`config.mk`:
```
export PLATFORM = sky130hd
export DESIGN_NAME = imem_loader_flat
export DESIGN_NICKNAME = d
export VERILOG_FILES = /design/src/rtl/imem_loader_if.sv /design/src/rtl/imem_loader.sv /design/src/flat_wrapper.sv
export SDC_FILE = /design/constraint.sdc
export NUM_CORES = 1
export LEC_CHECK = 0
export CORE_ASPECT_RATIO = 1.75
export CORE_MARGIN = 1
export CORE_UTILIZATION = 56
export CTS_BUF_LIST = sky130_fd_sc_hd__clkbuf_2
export DETAILED_ROUTE_END_ITERATION = 10
export GPL_TIMING_DRIVEN = 0
export PLACE_DENSITY = 0.82
export SLEW_MARGIN = 25
export SYNTH_ARGS = -nofsm -noshare
export SYNTH_HDL_FRONTEND = slang
export SYNTH_SLANG_ARGS = --single-unit
```
`constraint.sdc`:
```
create_clock -name clk -period 3.1 [get_ports clk]
set_input_delay 0.62 -clock clk [delete_from_list [all_inputs] [get_ports clk]]
set_output_delay 0.62 -clock clk [all_outputs]
set_load 0.02 [all_outputs]
```
`src/rtl/imem_loader_if.sv`:
```
// Byte-stream handshake and instruction-memory write port of the image loader.
interface imem_loader_if;
  logic        byte_valid;
  logic [7:0]  byte_data;
  logic        byte_ready;
  logic        mem_we;
  logic [31:0] mem_addr;
  logic [31:0] mem_wdata;

  // Byte source plus memory write port (the environment side).
  modport master (
    output byte_valid, byte_data,
    input  byte_ready, mem_we, mem_addr, mem_wdata
  );

  // The loader itself.
  modport slave (
    input  byte_valid, byte_data,
    output byte_ready, mem_we, mem_addr, mem_wdata
  );
endinterface

```
`src/rtl/imem_loader.sv`:
```
// Boot-time instruction memory writer: header word count, then little-endian
// 32-bit words written to consecutive word addresses; holds the core in reset
// until the whole image is in memory.
module imem_loader #(
  parameter int unsigned MAX_WORDS = 1024
) (
  input  logic          clk,
  input  logic          rstn,
  input  logic          start,
  imem_loader_if.slave  bus,
  output logic          cpu_rstn,
  output logic          busy,
  output logic          done,
  output logic          err
);

  localparam int unsigned CNT_W = 16;
  localparam int unsigned BUF_W = 32;

  typedef enum logic [2:0] {
    S_IDLE, S_HDR0, S_HDR1, S_DATA, S_WRITE, S_DONE, S_ERROR
  } state_t;

  state_t             state, state_d;
  logic [CNT_W-1:0]   cnt;
  logic [CNT_W-1:0]   word_idx;
  logic [1:0]         byte_idx;
  logic [BUF_W-1:0]   buffer;

  logic               xfer_c;
  logic               restart_c;
  logic [CNT_W-1:0]   hdr_n_c;
  logic [CNT_W-1:0]   word_inc_c;

  logic ready_d, we_d, cpu_rstn_d, busy_d, done_d, err_d;

  assign xfer_c     = bus.byte_valid & bus.byte_ready;
  assign restart_c  = start & ((state == S_IDLE) | (state == S_DONE) | (state == S_ERROR));
  assign hdr_n_c    = {bus.byte_data, cnt[7:0]};
  assign word_inc_c = CNT_W'(word_idx + CNT_W'(1));

  // State register and registered status/handshake outputs.
  always_ff @(posedge clk or negedge rstn) begin
    if (!rstn) begin
      state      <= S_IDLE;
      bus.byte_ready <= 1'b0;
      bus.mem_we <= 1'b0;
      cpu_rstn   <= 1'b0;
      busy       <= 1'b0;
      done       <= 1'b0;
      err        <= 1'b0;
    end else begin
      state      <= state_d;
      bus.byte_ready <= ready_d;
      bus.mem_we <= we_d;
      cpu_rstn   <= cpu_rstn_d;
      busy       <= busy_d;
      done       <= done_d;
      err        <= err_d;
    end
  end

  // Next-state decision.
  always_comb begin
    state_d = state;
    case (state)
      S_IDLE:  if (start) state_d = S_HDR0;
      S_HDR0:  if (xfer_c) state_d = S_HDR1;
      S_HDR1: begin
        if (xfer_c) begin
          if (hdr_n_c == '0)                          state_d = S_DONE;
          else if (32'(hdr_n_c) > 32'(MAX_WORDS))     state_d = S_ERROR;
          else                                        state_d = S_DATA;
        end
      end
      S_DATA:  if (xfer_c && (byte_idx == 2'd3)) state_d = S_WRITE;
      S_WRITE: state_d = (word_inc_c == cnt) ? S_DONE : S_DATA;
      S_DONE,
      S_ERROR: if (start) state_d = S_HDR0;
      default: state_d = S_IDLE;
    endcase
  end

  // Output decode from the upcoming state so the registered outputs line up with it.
  always_comb begin
    ready_d    = 1'b0;
    we_d       = 1'b0;
    cpu_rstn_d = 1'b0;
    busy_d     = 1'b0;
    done_d     = 1'b0;
    err_d      = 1'b0;
    case (state_d)
      S_HDR0, S_HDR1, S_DATA: begin
        ready_d = 1'b1;
        busy_d  = 1'b1;
      end
      S_WRITE: begin
        we_d   = 1'b1;
        busy_d = 1'b1;
      end
      S_DONE: begin
        cpu_rstn_d = 1'b1;
        done_d     = 1'b1;
      end
      S_ERROR: err_d = 1'b1;
      default: ;
    endcase
  end

  // Header count, word assembly and write address/data registers.
  always_ff @(posedge clk or negedge rstn) begin
    if (!rstn) begin
      cnt           <= '0;
      word_idx      <= '0;
      byte_idx      <= '0;
      buffer        <= '0;
      bus.mem_addr  <= '0;
      bus.mem_wdata <= '0;
    end else begin
      if (restart_c) begin
        word_idx <= '0;
        byte_idx <= '0;
      end
      if (xfer_c) begin
        case (state)
          S_HDR0: cnt[7:0]  <= bus.byte_data;
          S_HDR1: cnt[15:8] <= bus.byte_data;
          S_DATA: begin
            buffer[{byte_idx, 3'b000} +: 8] <= bus.byte_data;
            byte_idx <= 2'(byte_idx + 2'd1);
            if (byte_idx == 2'd3) begin
              bus.mem_addr  <= {14'b0, word_idx, 2'b00};
              bus.mem_wdata <= {bus.byte_data, buffer[23:0]};
            end
          end
          default: ;
        endcase
      end
      if (state == S_WRITE) word_idx <= word_inc_c;
    end
  end

endmodule

```
`src/flat_wrapper.sv`:
```
// flat-port wrapper written by rule: the top's interface ports become plain ports
module imem_loader_flat 
#(
  parameter int unsigned MAX_WORDS = 1024
)
  (clk, rstn, start, cpu_rstn, busy, done, err, bus_byte_valid, bus_byte_data, bus_byte_ready, bus_mem_we, bus_mem_addr, bus_mem_wdata);
  imem_loader_if bus_i ();
  input  logic clk;
  input  logic rstn;
  input  logic start;
  output logic cpu_rstn;
  output logic busy;
  output logic done;
  output logic err;
  input wire logic [$bits(bus_i.byte_valid)-1:0] bus_byte_valid;
  input wire logic [$bits(bus_i.byte_data)-1:0] bus_byte_data;
  output wire logic [$bits(bus_i.byte_ready)-1:0] bus_byte_ready;
  output wire logic [$bits(bus_i.mem_we)-1:0] bus_mem_we;
  output wire logic [$bits(bus_i.mem_addr)-1:0] bus_mem_addr;
  output wire logic [$bits(bus_i.mem_wdata)-1:0] bus_mem_wdata;
  assign bus_i.byte_valid = bus_byte_valid;
  assign bus_i.byte_data = bus_byte_data;
  assign bus_byte_ready = bus_i.byte_ready;
  assign bus_mem_we = bus_i.mem_we;
  assign bus_mem_addr = bus_i.mem_addr;
  assign bus_mem_wdata = bus_i.mem_wdata;
  imem_loader #(.MAX_WORDS(MAX_WORDS)) u_core (.clk(clk), .rstn(rstn), .start(start), .bus(bus_i), .cpu_rstn(cpu_rstn), .busy(busy), .done(done), .err(err));
endmodule
```
==> results.json <==
{
  "cp_top_family": "compound AO/OA/AOI/OAI gates",
  "ff2ff_setup_slack_ns": 0.26,
  "drt_iter0_drc": 294,
  "grt_pass1_wl_um": 21650,
  "wl_per_cell_um": 15.69,
  "synthDistinctLibCells": 51,
  "worstSetupPathType": "flop to flop",
  "first_pass_iters": 7,
  "die_y_um": 132.5,
  "synth-warning-count": 0,
  "rows": 47,
  "routed_wl_um": 12990,
  "max_stage_delay_ns": 0.56,
  "io_pins": 82,
  "vias": 4495,
  "wl_met1_um": 4742,
  "cts-root-buf": "clkbuf_2",
  "h-tree-depth": 4,
  "wl_met2_um": 7087,
  "setup_slack_ns": 0.2579,
  "die_width_um": 76.59,
  "reg2reg_from": "u_core.word_idx[0]",
  "area_growth_pct": 20.70,
  "synthTopCellsByArea": "dfrtp_1 52%, nand2_1 15%, o21ai_0 4.9%",
  "status": "finished clean",
  "gp_congestion": 0.9439,
  "drc": 0,
  "postLayoutCellArea_mm2": 0.006581,
  "final_nets": 710,
  "grt_usage_pct": 27.77,
  "grt_overflow": 0,
  "post_cts_buffers": 0,
  "synth.largest_area_cell": "dfrtp_1",
  "drive_gt1_share_pct": 13.76,
  "cts_buffers": 17,
  "peakVddDrop_mv": 0.3059,
  "min_path_type": "primary input to asynchronous set/reset pin",
  "ctsResizeCount": 0,
  "powerDensity_mw_per_mm2": 641.6,
  "final_util_pct": 69.51,
  "rsz0062_at_grt": "no",
  "critPathMaxFanout": 10,
  "finalHoldViolations": 0,
  "dpl-instance-area_mm2": 0.006331,
  "grt_max_degree": 81,
  "endpoint_kind": "flop",
  "tritoncts": "built",
  "clkTransAtPathRegs_ns": 0.18,
  "core_mm2": 0.009468,
  "clk_latency_ns": 0.70,
  "cp_slowest_cell": "a2111oi_0",
  "synth_top_area_share_pct": 52.32,
  "dp_slack_ns": 0.03972,
  "startpoint": "u_core.word_idx[0]",
  "critPathBufInv": 1,
  "fin_skew_ns": 0.02420,
  "synth-seq-cells": 114,
  "crit_chain": "buf_2, nand3_2, a2111oi_0, a2111oi_0, nor4_1, o2111ai_2, a21oi_1, a22oi_1",
  "min_period_ns": 2.842,
  "drv_slew": 0,
  "p_leak_nw": 3.120,
  "synth_edf_count": 0,
  "finalCritPeriodShare_pct": 91.68,
  "worst_slew_pin_slew_ns": 0.9228,
  "required_ns": 3.64,
  "start_kind": "flop",
  "ys_seq_area_share_pct": 52.32,
  "dieArea_mm2": 0.01015,
  "dp_hpwl_um": 9496,
  "path_depth": 8,
  "io_buffers": 64,
  "cp.arrival_ns": 3.38,
  "synth_flop_cell": "dfrtp_1",
  "critPathCapture": "u_core.busy",
  "antenna_found_initial": 1,
  "first_global_vias": 4535,
  "syn-cell-area_mm2": 0.005453,
  "drv_cap": 0,
  "syn_avg_cell_area_um2": 9.211,
  "start_util_pct": 57.59,
  "vias_per_cell": 5.429,
  "clk_path_buf_depth": 2,
  "ant_nets": 0,
  "syn_inst": 592,
  "r2r-end": "u_core.busy",
  "finalSetupViolations": 0,
  "tns_ns": 0,
  "dr_wl_met3_um": 639,
  "cts.sinks": 114,
  "maxSlewHeadroom_pct": 38.35,
  "async_flop_share_pct": 100.0,
  "fmax_ghz": 0.3519,
  "top_layer": "met4",
  "cp_common_cell": "a2111oi_0",
  "reg2regPathDepth": 8
}
sequential cells by signal, indices dropped and copies added, names as in the netlist, 2 cells and up:
name and cells:
u_core.bus.mem_wdata 32, u_core.byte_idx 2, u_core.cnt 16, u_core.bus.mem_addr 16
u_core.buffer 24, u_core.word_idx 16, u_core.state 3
power breakdown:
| group | switching (W) | internal (W) |
|---|---|---|
| clock network | 0.000593 | 0.000359 |
| logic | 0.000771 | 0.000566 |
| registers | 0.000210 | 0.00172 |
what timing repair did:
action,4_1_cts,5_1_grt
hold buffers,1,0
setup endpoints to repair,0,0
endpoints found under the hold margin,34,0
worst reg2reg max path: stages, from the launching register on:
cell and delay, ns:
dfrtp_1 0.38, buf_2 0.21, nand3_2 0.29, a2111oi_0 0.57
a2111oi_0 0.20, nor4_1 0.35, o2111ai_2 0.21, a21oi_1 0.33
a22oi_1 0.17
cell type report:
type	count	area, um^2
sequential	114	2853
tap	122	152.6
multi-input combinational	438	2377
clock inverter	15	143.9
antenna	1	2.502
clock buffer	17	85.08
timing repair buffer	66	679.4
inverter	11	41.29
fill	750	2887
buffer	44	246.5
stage by stage:
step	instances	power, W	hold WS, ns
3_3_place_gp	793	0.003193	0.4487
2_1_floorplan	607	0.002819	0.3244
5_1_grt	828	0.004449	0.3110
6_report	828	0.004222	0.3355
4_1_cts	827	0.004212	0.2962
3_5_place_dp	794	0.003267	0.4508
cell usage after synthesis, drive strengths merged, types with 2 or more instances:
master and number:
nand2 213, dfrtp 114, o21ai 55, buf 28, nor2 28, mux2 18
clkbuf 16, xnor2 15, inv 11, nand3 8, nor4 8, xor2 8
a21oi 7, ha 6, nor3 6, nor3b 6, nor2b 5, o31ai 5
and3 4, nand4 4, a2111oi 3, o41ai 3, a211oi 2, a31oi 2
nand3b 2
worst min-delay path by stage:
stage	startpoint	end
5_1_grt	bus_byte_data[2]	u_core.bus.mem_wdata[26]
3_3_place_gp	u_core.buffer[10]	u_core.bus.mem_wdata[10]
4_1_cts	bus_byte_data[2]	u_core.bus.mem_wdata[26]
6_report	rstn	u_core.bus.mem_addr[12]
3_5_place_dp	u_core.buffer[19]	u_core.bus.mem_wdata[19]
2_1_floorplan	rstn	u_core.buffer[0]
routing by layer:
metal	track usage, %	up-vias
li1	-	2122
met1	29.71	2152
met2	50.05	174
met3	6.414	47
met4	14.74	0
met5	0	-
cell families after synthesis:
group	after synthesis	synth area share, %
flip-flops	114	52.32
other	1	0.06877
AND/OR/NAND/NOR	290	23.91
multiplexers	19	3.901
adder cells (fa/ha/maj)	6	1.377
buffers and inverters	55	5.278
AO/OA/AOI/OAI	84	9.454
XOR/XNOR	23	3.694
cell usage in the layout (no fill, tap or decap), types with 2 or more instances in the layout:
master and instances:
buf_4 18, inv_1 11, nor3_1 2, nor2_1 28
ha_1 6, a211oi_1 2, clkinv_4 2, clkinv_2 5
dfrtp_1 114, o41ai_1 3, o31ai_1 5, xor2_1 8
clkdlybuf4s50_1 63, clkinvlp_4 5, nand2_1 213, a21oi_1 7
nor3_2 4, nand4_2 2, buf_2 10, o21ai_0 53
nand3_1 7, clkbuf_1 15, a31oi_1 2, xnor2_1 15
clkbuf_2 18, nor3b_1 6, nor4_4 3, mux2_2 18
nor4_1 4, and3_1 4, conb_1 16, bufinv_16 2
nand3b_1 2, a2111oi_0 2, nor2b_1 5
Power figures use the tool's default switching activity.
